`src/rtl/ex_stage_pkg.sv`:
```
// Shared EX-stage definitions: ALU operation codes, result classes and divider state encodings.
package ex_stage_pkg;

   localparam int DIV_STEPS = 32;
   localparam int CNT_W     = $clog2(DIV_STEPS);

   localparam logic [7:0] EXE_NOP_OP    = 8'h00;
   localparam logic [7:0] EXE_AND_OP    = 8'h01;
   localparam logic [7:0] EXE_OR_OP     = 8'h02;
   localparam logic [7:0] EXE_XOR_OP    = 8'h03;
   localparam logic [7:0] EXE_SLL_OP    = 8'h04;
   localparam logic [7:0] EXE_SRL_OP    = 8'h05;
   localparam logic [7:0] EXE_SRA_OP    = 8'h06;
   localparam logic [7:0] EXE_ADD_OP    = 8'h07;
   localparam logic [7:0] EXE_SUB_OP    = 8'h08;
   localparam logic [7:0] EXE_SLT_OP    = 8'h09;
   localparam logic [7:0] EXE_SLTU_OP   = 8'h0A;
   localparam logic [7:0] EXE_JAL_OP    = 8'h0B;
   localparam logic [7:0] EXE_JALR_OP   = 8'h0C;
   localparam logic [7:0] EXE_LW_OP     = 8'h0F;
   localparam logic [7:0] EXE_SW_OP     = 8'h14;
   localparam logic [7:0] EXE_MUL_OP    = 8'h20;
   localparam logic [7:0] EXE_MULH_OP   = 8'h21;
   localparam logic [7:0] EXE_MULHSU_OP = 8'h22;
   localparam logic [7:0] EXE_MULHU_OP  = 8'h23;
   localparam logic [7:0] EXE_DIV_OP    = 8'h24;
   localparam logic [7:0] EXE_DIVU_OP   = 8'h25;
   localparam logic [7:0] EXE_REM_OP    = 8'h26;
   localparam logic [7:0] EXE_REMU_OP   = 8'h27;

   localparam logic [2:0] EXE_RES_NOP        = 3'd0;
   localparam logic [2:0] EXE_RES_LOGIC      = 3'd1;
   localparam logic [2:0] EXE_RES_SHIFT      = 3'd2;
   localparam logic [2:0] EXE_RES_ARITH      = 3'd3;
   localparam logic [2:0] EXE_RES_JUMP       = 3'd4;
   localparam logic [2:0] EXE_RES_LOAD_STORE = 3'd5;
   localparam logic [2:0] EXE_RES_MULDIV     = 3'd6;

   typedef enum logic [1:0] {
      DIV_FREE    = 2'd0,
      DIV_BY_ZERO = 2'd1,
      DIV_ON      = 2'd2,
      DIV_END     = 2'd3
   } div_state_e;

   localparam logic DIV_RESULT_READY     = 1'b1;
   localparam logic DIV_RESULT_NOT_READY = 1'b0;

   function automatic logic is_div_op(input logic [7:0] op);
      return (op == EXE_DIV_OP) || (op == EXE_DIVU_OP) || (op == EXE_REM_OP) || (op == EXE_REMU_OP);
   endfunction

   function automatic logic is_md_op(input logic [7:0] op);
      return (op == EXE_MUL_OP) || (op == EXE_MULH_OP) || (op == EXE_MULHSU_OP) ||
             (op == EXE_MULHU_OP) || is_div_op(op);
   endfunction

endpackage

```
`src/rtl/ex_stage_div_unit.sv`:
```
// Iterative restoring divider, one quotient bit per clock; result_o = {remainder, quotient}.
// Only built when MULDIV_EN is defined.
`ifdef MULDIV_EN
module div_unit
   import ex_stage_pkg::*;
(
   input  logic        clk,
   input  logic        rst,
   input  logic        start_i,
   input  logic        signed_div_i,
   input  logic        annul_i,
   input  logic [31:0] opdata1_i,
   input  logic [31:0] opdata2_i,
   output logic [63:0] result_o,
   output logic        ready_o
);

   div_state_e       state_q, state_d;
   logic [CNT_W-1:0] cnt_q, cnt_d;
   logic [31:0]      rem_q, rem_d, quo_q, quo_d, dvs_q, dvs_d;
   logic             qneg_q, qneg_d, rneg_q, rneg_d, dz_q, dz_d;
   logic             s1, s2;
   logic [31:0]      abs1, abs2, quo_fix, rem_fix;
   logic [32:0]      shifted, diff;

   assign s1      = signed_div_i & opdata1_i[31];
   assign s2      = signed_div_i & opdata2_i[31];
   assign abs1    = s1 ? -opdata1_i : opdata1_i;
   assign abs2    = s2 ? -opdata2_i : opdata2_i;
   assign shifted = {rem_q, quo_q[31]};
   assign diff    = shifted - {1'b0, dvs_q};

   always_comb begin
      state_d = state_q;
      cnt_d   = cnt_q;
      rem_d   = rem_q;
      quo_d   = quo_q;
      dvs_d   = dvs_q;
      qneg_d  = qneg_q;
      rneg_d  = rneg_q;
      dz_d    = dz_q;
      ready_o = DIV_RESULT_NOT_READY;
      case (state_q)
         DIV_FREE: begin
            if (start_i) begin
               dz_d    = (opdata2_i == '0);
               qneg_d  = s1 ^ s2;
               rneg_d  = s1;
               dvs_d   = abs2;
               quo_d   = abs1;
               cnt_d   = '0;
               // Divide-by-zero skips the iterations: remainder is the dividend itself.
               rem_d   = (opdata2_i == '0) ? abs1 : '0;
               state_d = (opdata2_i == '0) ? DIV_END : DIV_ON;
            end
         end
         DIV_ON: begin
            if (shifted >= {1'b0, dvs_q}) begin
               rem_d = diff[31:0];
               quo_d = {quo_q[30:0], 1'b1};
            end else begin
               rem_d = shifted[31:0];
               quo_d = {quo_q[30:0], 1'b0};
            end
            cnt_d = cnt_q + 1'b1;
            if (cnt_q == CNT_W'(DIV_STEPS - 1)) state_d = DIV_END;
         end
         DIV_END: begin
            ready_o = DIV_RESULT_READY;
            state_d = DIV_FREE;
         end
         default: state_d = DIV_FREE;
      endcase
      if (annul_i) state_d = DIV_FREE;
   end

   always_ff @(posedge clk) begin
      if (rst) begin
         state_q <= DIV_FREE;
         cnt_q   <= '0;
      end else begin
         state_q <= state_d;
         cnt_q   <= cnt_d;
      end
   end

   always_ff @(posedge clk) begin
      rem_q  <= rem_d;
      quo_q  <= quo_d;
      dvs_q  <= dvs_d;
      qneg_q <= qneg_d;
      rneg_q <= rneg_d;
      dz_q   <= dz_d;
   end

   assign quo_fix  = dz_q ? '1 : (qneg_q ? -quo_q : quo_q);
   assign rem_fix  = rneg_q ? -rem_q : rem_q;
   assign result_o = {rem_fix, quo_fix};

endmodule
`endif

```
`src/rtl/ex_stage.sv`:
```
// RV32 execute stage: ALU, load/store address, link value and optional RV32M mul/div.
// Define MULDIV_EN to build the M extension (single-cycle multiply, iterative div_unit).
module ex_stage
   import ex_stage_pkg::*;
(
   input  logic        clk,
   input  logic        rst,
   input  logic        flush,
   input  logic [7:0]  aluop_i,
   input  logic [2:0]  alusel_i,
   input  logic [31:0] reg1_i,
   input  logic [31:0] reg2_i,
   input  logic [4:0]  wd_i,
   input  logic        wreg_i,
   input  logic        mem_ce_i,
   input  logic [31:0] mem_sdata_i,
   input  logic [31:0] branch_link_addr_i,
   output logic [4:0]  wd_o,
   output logic        wreg_o,
   output logic [31:0] wdata_o,
   output logic [7:0]  aluop_o,
   output logic        mem_ce_o,
   output logic [31:0] mem_addr_o,
   output logic [31:0] mem_sdata_o,
   output logic        stallreq_o
);

   logic [31:0] op_res, res, md_res;
   logic        div_stall, md_wreg;

   always_comb begin
      op_res = '0;
      case (aluop_i)
         EXE_AND_OP:  op_res = reg1_i & reg2_i;
         EXE_OR_OP:   op_res = reg1_i | reg2_i;
         EXE_XOR_OP:  op_res = reg1_i ^ reg2_i;
         EXE_SLL_OP:  op_res = reg1_i << reg2_i[4:0];
         EXE_SRL_OP:  op_res = reg1_i >> reg2_i[4:0];
         EXE_SRA_OP:  op_res = $signed(reg1_i) >>> reg2_i[4:0];
         EXE_ADD_OP:  op_res = reg1_i + reg2_i;
         EXE_SUB_OP:  op_res = reg1_i - reg2_i;
         EXE_SLT_OP:  op_res = {31'b0, $signed(reg1_i) < $signed(reg2_i)};
         EXE_SLTU_OP: op_res = {31'b0, reg1_i < reg2_i};
         default:     op_res = '0;
      endcase
   end

`ifdef MULDIV_EN
   logic signed [63:0] mul_a, mul_b, prod;
   logic [63:0]        div_result;
   logic               div_ready, is_div, div_signed;

   // One 64x64 multiplier covers all four variants via per-operand sign/zero extension.
   assign mul_a = (aluop_i == EXE_MULHU_OP) ? {32'b0, reg1_i} : {{32{reg1_i[31]}}, reg1_i};
   assign mul_b = (aluop_i == EXE_MUL_OP || aluop_i == EXE_MULH_OP) ?
                  {{32{reg2_i[31]}}, reg2_i} : {32'b0, reg2_i};
   assign prod  = mul_a * mul_b;

   assign is_div     = is_div_op(aluop_i);
   assign div_signed = (aluop_i == EXE_DIV_OP) || (aluop_i == EXE_REM_OP);

   div_unit u_div (
      .clk         (clk),
      .rst         (rst),
      .start_i     (is_div & ~flush),
      .signed_div_i(div_signed),
      .annul_i     (flush),
      .opdata1_i   (reg1_i),
      .opdata2_i   (reg2_i),
      .result_o    (div_result),
      .ready_o     (div_ready)
   );

   always_comb begin
      md_res = '0;
      case (aluop_i)
         EXE_MUL_OP:                              md_res = prod[31:0];
         EXE_MULH_OP, EXE_MULHSU_OP, EXE_MULHU_OP: md_res = prod[63:32];
         EXE_DIV_OP, EXE_DIVU_OP:                 md_res = div_result[31:0];
         EXE_REM_OP, EXE_REMU_OP:                 md_res = div_result[63:32];
         default:                                 md_res = '0;
      endcase
   end

   assign div_stall = is_div & ~div_ready & ~flush;
   assign md_wreg   = wreg_i & (~is_div | (div_ready & ~flush));
`else
   logic unused_ctl;
   assign unused_ctl = ^{clk, flush};
   assign md_res     = '0;
   assign div_stall  = 1'b0;
   assign md_wreg    = 1'b0;
`endif

   always_comb begin
      res = '0;
      case (alusel_i)
         EXE_RES_LOGIC, EXE_RES_SHIFT, EXE_RES_ARITH: res = op_res;
         EXE_RES_JUMP:                                res = branch_link_addr_i;
         EXE_RES_MULDIV:                              res = md_res;
         default:                                     res = '0;
      endcase
   end

   always_comb begin
      wd_o        = wd_i;
      aluop_o     = aluop_i;
      mem_ce_o    = mem_ce_i;
      mem_addr_o  = reg1_i + reg2_i;
      mem_sdata_o = mem_sdata_i;
      wdata_o     = res;
      stallreq_o  = div_stall;
      wreg_o      = is_md_op(aluop_i) ? md_wreg : wreg_i;
      if (rst) begin
         wd_o        = '0;
         aluop_o     = '0;
         mem_ce_o    = 1'b0;
         mem_addr_o  = '0;
         mem_sdata_o = '0;
         wdata_o     = '0;
         stallreq_o  = 1'b0;
         wreg_o      = 1'b0;
      end
   end

endmodule

```
`config.mk`:
```
export PLATFORM = sky130hd
export DESIGN_NAME = ex_stage
export DESIGN_NICKNAME = d
export VERILOG_FILES = /design/src/rtl/ex_stage_pkg.sv /design/src/rtl/ex_stage_div_unit.sv /design/src/rtl/ex_stage.sv
export SDC_FILE = /design/constraint.sdc
export NUM_CORES = 1
export LEC_CHECK = 0
export ABC_AREA = 1
export CAP_MARGIN = 20
export CORE_MARGIN = 2
export CORE_UTILIZATION = 25
export DETAILED_ROUTE_END_ITERATION = 8
export PLACE_DENSITY = 0.51
export SYNTH_ARGS = -nofsm -noshare
export SYNTH_HDL_FRONTEND = slang
export SYNTH_SLANG_ARGS = --single-unit
export TNS_END_PERCENT = 1
```
`constraint.sdc`:
```
create_clock -name vclk -period 4.3
set_clock_uncertainty 0.1 [all_clocks]
set_input_delay 0.86 -clock vclk [all_inputs]
set_output_delay 0.86 -clock vclk [all_outputs]
set_load 0.03 [all_outputs]
```
==> results by group, run 1 <==
Outcome
  • Status: completed

Synth
  • Post-Synthesis Cell Area: 11700 µm²
  • Distinct cells, synth: 49
  • Seq/Total Area, Yosys: 0
  • Yosys warning total: 0
  • Syn_area_per_cell: 4.77 µm²
  • Syn Nets: 2706
  • Mapped Cells: 2455

Power
  • Pleak: 10.7 nW
  • Maximum VDD drop: 67.7 µV
  • Pwr dens: 123 nW/µm²
  • Total Power: 0.00237 W

Final layout
  • Seq cells: 0
  • Commonest non-fill, non-tap cell in the layout: nand2_1
  • Fin area: 19300 µm²
  • Commonest non-fill, non-tap cells in the layout: 746 x nand2_1, 492 x buf_4, 444 x nand3_1, 339 x inv_1, 215 x nor2_1
  • Layout cells sized above 1: 0.276
  • Clk_buf instances: 0
  • Fin nets: 3321
  • Storage cell area: 0 µm²
  • Antenna cells: 0
  • Area growth, synth to finish: 65.0%
  • Layout Utilization: 0.417

Hold path
  • Min-Delay Path Class: input port to output port
  • Min-delay src: branch_link_addr_i[19]
  • Hold path depth: 4

Global routing
  • Number of global-route vias before repair: 17100
  • Initial antenna violation count: 1
  • Total GRT Usage: 0.283
  • Global-route wire length before repair: 103000 µm
  • Met1 Track Usage GR: 0.396
  • GR Layer Usage met2: 0.468
  • GRT busiest layer: met2
  • Met3 Track Usage GR: 0.0198
  • GRT Residual Overflow: 0
  • Largest net degree at the start of global routing: 67

Die
  • Initial core utilization: 0.253
  • FP Rows: 79
  • IO Pins: 261
  • Die X: 220 µm
  • Core area: 46400 µm²
  • Die height: 220 µm
  • DIE AREA: 48600 µm²

Route
  • Routed WL: 72200 µm
  • TritonRoute pass-1 iters: 8
  • Routed len/inst: 19.6 µm
  • DRC Markers: 0
  • Via Count: 18500
  • Initial DRC count: 1604
  • Via density: 5.03
  • Antenna Nets Post-Route: 0

Placement
  • Placed cell area: 17900 µm²
  • HPWL after DPL: 61100 µm
  • Final GP Congestion: 0.984
  • # port buffers: 258

Setup path
  • Worst-path fanout max: 9
  • Req. time, crit path: 3.34 ns
  • Critical path launch point: aluop_i[6]
  • Crit Path Category: input port to output port
  • CP Launch Type: input port
  • Data arrival, critical path: 3.33 ns
  • Crit. End Element: output port

STA
  • Hold Vio Cnt, Final: 0
  • Unrepaired setup endpoints after global routing: true
  • Max-slew headroom: 0.458
  • Minimum clock period: 4.29 ns
  • Final period utilization: 0.998
  • Setup violators final: 0
  • Fin. max-slew vios: 0
  • Worst-Margin Slew: 0.813 ns
  • Peak Freq: 233 MHz

Job
  • Max-cap violations: 0
[final cells by class]
| type | count | area (µm²) |
|---|---|---|
| fill | 5145 | 27000 |
| tap | 607 | 759 |
| timing repair buffer | 726 | 6340 |
| inverter | 382 | 1450 |
| multi-input combinational | 1960 | 10800 |
[where the power goes]
group	switching [W]	leakage (nW)	internal, W
Clock	0	0	0
Sequential	0	0	0
Combinational	0.00136	10.7	0.00101
[worst max-delay path, cell delays in order]
cell	delay [ns]
clkdlybuf4s50_1	0.46
nor2_4	0.17
nand2_4	0.12
nor2_8	0.17
nand2_4	0.17
nor2_8	0.26
buf_4	0.15
nand3_1	0.17
nand3_1	0.15
nor2_1	0.07
buf_4	0.15
nand3_1	0.08
nand2_1	0.06
a21oi_2	0.12
buf_4	0.17
[per-layer routing]
layer / routed length, µm / vias to the layer above / share of wire
met5: 11 / - / 0.00015
met4: 2390 / 2 / 0.033
met3: 4520 / 122 / 0.063
met2: 32600 / 736 / 0.45
met1: 32700 / 8616 / 0.45
li1: - / 8991 / -
[cells by family after synthesis]
family                   synth area share
AO/OA/AOI/OAI                      0.0896
adder cells (fa/ha/maj)             0.110
other                            0.000320
XOR/XNOR                          0.00524
buffers and inverters               0.176
AND/OR/NAND/NOR                     0.619
[cells in the mapped netlist, types with 11 or more instances]
library cell  count  share of area
and2_1           11         0.0059
nor2_1          257          0.082
ha_1            100           0.11
inv_1           364           0.12
nand2_1         817           0.26
o22ai_1          14         0.0075
buf_2            69          0.029
nor3_1           14         0.0060
buf_4            11         0.0071
clkbuf_1         25         0.0080
nand3_1         472           0.20
nand2_2          14         0.0075
a21oi_1          97          0.041
o21ai_0          32          0.014
o211ai_1         13         0.0083
nand3b_1         13         0.0083
nand4_1          28          0.015
[final timing paths]
check	to	slack, ns
setup / recovery	wdata_o[29]	0.008
hold / removal	wdata_o[19]	2.28
[timing repair]
item | CTS | global route
gates cloned | 0 | 1
gates resized for setup | 150 | 221
endpoints found under the hold margin | 0 | 0
hold buffers | 0 | 0
buffers inserted | 2 | 14
setup endpoints to repair | 54 | 40
pin swaps | 8 | 45
[per-stage QoR]
stage,setup slack (ns),hold slack (ns),setup TNS [ns],std cells
after detailed placement,-0.382,2.30,-12.71,3658
after global routing,-0.0653,2.31,-0.600,3675
final,0.00759,2.28,0,3675
after CTS,-0.0686,2.30,-0.438,3660
after global placement,-0.355,2.29,-12.01,3658
after floorplan,0.0551,1.77,0,2455
Power figures use the tool's default switching activity.
==> run 2, diff against run 1 <==
--- a/config.mk
+++ b/config.mk
@@ -9,2 +9,3 @@
 export CAP_MARGIN = 20
+export CORE_ASPECT_RATIO = 0.8
 export CORE_MARGIN = 2
==> constraint.sdc (replaced) <==
create_clock -name vclk -period 4.3
set_clock_uncertainty 0.1 [all_clocks]
set_input_delay 0.645 -clock vclk [all_inputs]
set_output_delay 0.645 -clock vclk [all_outputs]
set_load 0.03 [all_outputs]
==> run 2 against run 1 <==
  * Die area hardly changed
  * Wire length is 2.0% lower
  * Clock-buffer cell count stayed put
  * Fmax is 2.1% higher
  * Largest power group unchanged
  * Setup slack better by 0.087 ns
==> results by group, run 2 (same netlist as run 1, synthesis figures left out) <==
Outcome
  • Status: completed

Global routing
  • Total GRT Usage: 0.281 (-0.00242)
  • Initial antenna violation count: 0 (-1)
  • Largest net degree at the start of global routing: 71 (+6.0%)
  • Global-route wire length before repair: 102000 µm (-1.3%)
  • Number of global-route vias before repair: 15800 (-7.6%)
  • GRT Residual Overflow: 0 (unchanged)

Final layout
  • Commonest non-fill, non-tap cells in the layout: 801 x nand2_1, 459 x nand3_1, 361 x inv_1, 287 x buf_4, 246 x nor2_1
  • Fillcell total: 5243 (+1.9%)
  • Non-filler cells, final: 3471 (-5.6%)
  • Storage cell area: 0 µm² (unchanged)
  • Fin area: 17100 µm² (-12%)
  • Commonest non-fill, non-tap cell in the layout: nand2_1
  • Seq cells: 0 (unchanged)
  • Layout cells sized above 1: 0.163 (-0.112)
  • Fin nets: 3112 (-6.3%)
  • Clk_buf instances: 0 (unchanged)
  • Antenna cells: 0 (unchanged)
  • Area growth, synth to finish: 45.6%

Route
  • Antenna Nets Post-Route: 0 (unchanged)
  • TritonRoute pass-1 iters: 5 (-3)
  • Initial DRC count: 1900 (+18%)
  • Routed WL: 70700 µm (-2.0%)
  • Via Count: 17300 (-6.5%)
  • Via density: 4.98 (-0.97%)
  • Routed len/inst: 20.4 µm (+3.8%)
  • DRC Markers: 0 (unchanged)

Power
  • Pwr dens: 125 nW/µm² (+2.2%)
  • Pleak: 9.40 nW (-12%)
  • Maximum VDD drop: 77.0 µV (+14%)
  • Flop pwr share: 0 (unchanged)
  • Sw Ratio: 0.600 (+0.0270)
  • Total Power: 0.00214 W (-9.8%)
  • Switching Power: 0.00128 W (-5.6%)
  • Pint: 0.000855 W (-16%)
  • Clock power share: 0 (unchanged)
  • Comb pwr share: 1.000 (about the same)

STA
  • Worst Setup Slack, final: 0.0950 ns (+0.0874 ns)
  • Peak Freq: 238 MHz (+2.1%)
  • Setup violators final: 0 (unchanged)
  • WHS: 1.86 ns (-0.426 ns)
  • Fin. max-slew vios: 0 (unchanged)
  • Final period utilization: 0.978 (-0.0203)
  • Worst-Margin Slew: 0.780 ns (-0.0324 ns)
  • Minimum clock period: 4.21 ns (-0.0874 ns)
  • Hold Vio Cnt, Final: 0 (unchanged)
  • Unrepaired setup endpoints after global routing: true
  • Max-slew headroom: 0.480 (+0.0216)

Job
  • Max-cap violations: 0 (unchanged)

Placement
  • Placed cell area: 16700 µm² (-7.1%)
  • Place WS: -0.0964 ns (+0.286 ns)
  • Inst Count DP: 3470 (-5.1%)
  • HPWL after DPL: 60900 µm (-0.41%)
  • # port buffers: 258 (unchanged)
  • Final GP Congestion: 0.993 (+0.93%)

Die
  • Initial core utilization: 0.255 (+0.00207)
  • DIE AREA: 48600 µm² (about the same)
  • FP Rows: 70 (-11%)
  • Core area: 46000 µm² (-0.81%)
  • IO Pins: 261 (unchanged)
  • Die height: 198 µm (-10%)
  • Die X: 246 µm (+12%)

Setup path
  • Data arrival, critical path: 3.46 ns (+0.13 ns)
  • Req. time, crit path: 3.56 ns (+0.22 ns)
  • Crit. End Element: output port
  • Crit Path Category: input port to output port
  • Worst-path fanout max: 5 (-4)
  • CP Launch Type: input port

Clock tree
  • Hold-fix buffers at CTS: 0 (unchanged)

Hold path
  • Min-Delay Path Class: input port to output port
run 2: cell types whose count changed in the layout (fill, tap and decap cells not counted), sizes merged:
| cell | delta |
|---|---|
| dlygate4sd2 | -11 |
| buf | -207 |
| clkdlybuf4s15 | -2 |
| clkbuf | -3 |
| nor2 | -1 |
| dlymetal6s2s | -23 |
| clkdlybuf4s50 | +38 |
run 2: worst paths after layout:
check | from | to | slack, ns | depth (start not counted)
setup / recovery | reg1_i[19] | wdata_o[22] | 0.09 | 16
hold / removal | branch_link_addr_i[26] | wdata_o[26] | 1.86 | 4
run 2: per-layer routing:
layer	global-route usage	vias up	part of all wire
met5	0	-	0
met4	0.0673	0	0.031
met3	0.0349	85	0.081
met2	0.425	864	0.41
met1	0.415	7755	0.48
li1	-	8569	-
run 2: per-stage QoR:
step | TNS, ns | util
floorplan | 0 | -
global placement | -0.360 | 0.363
detailed placement | -0.292 | 0.363
CTS | 0 | 0.363
global route | -0.0768 | 0.371
finish | 0 | 0.371
run 2: area by class of cell:
type / count / area (µm²) / area share
well taps: 612 / 766 / 0.0449
inverters: 382 / 1450 / 0.0850
multi-input cells: 1959 / 10000 / 0.586
repair buffers: 518 / 4840 / 0.284
run 2: critical path: stages:
cell and delay (ns):
clkdlybuf4s50_1 0.57, inv_1 0.07, ha_1 0.40, buf_4 0.18, nand2_1 0.12, nand2_1 0.08
a21oi_1 0.20, nand2_1 0.16, inv_1 0.11, nand3_1 0.08, nand2_1 0.08, nand3_1 0.17
nand4_1 0.15, nand2_1 0.11, a21oi_1 0.15, buf_4 0.18
run 2: what timing repair did:
item	CTS	global route
setup endpoints to repair	10	34
resized for setup	12	87
buffers inserted	0	1
endpoints found under the hold margin	0	0
pin swaps	0	7
run 2: power groups by stage:
stage | registers, W | logic (W) | clock network [W]
floorplan | 0 | 0.00103 | 0
global placement | 0 | 0.00205 | 0
detailed placement | 0 | 0.00205 | 0
CTS | 0 | 0.00206 | 0
global route | 0 | 0.00231 | 0
finish | 0 | 0.00214 | 0
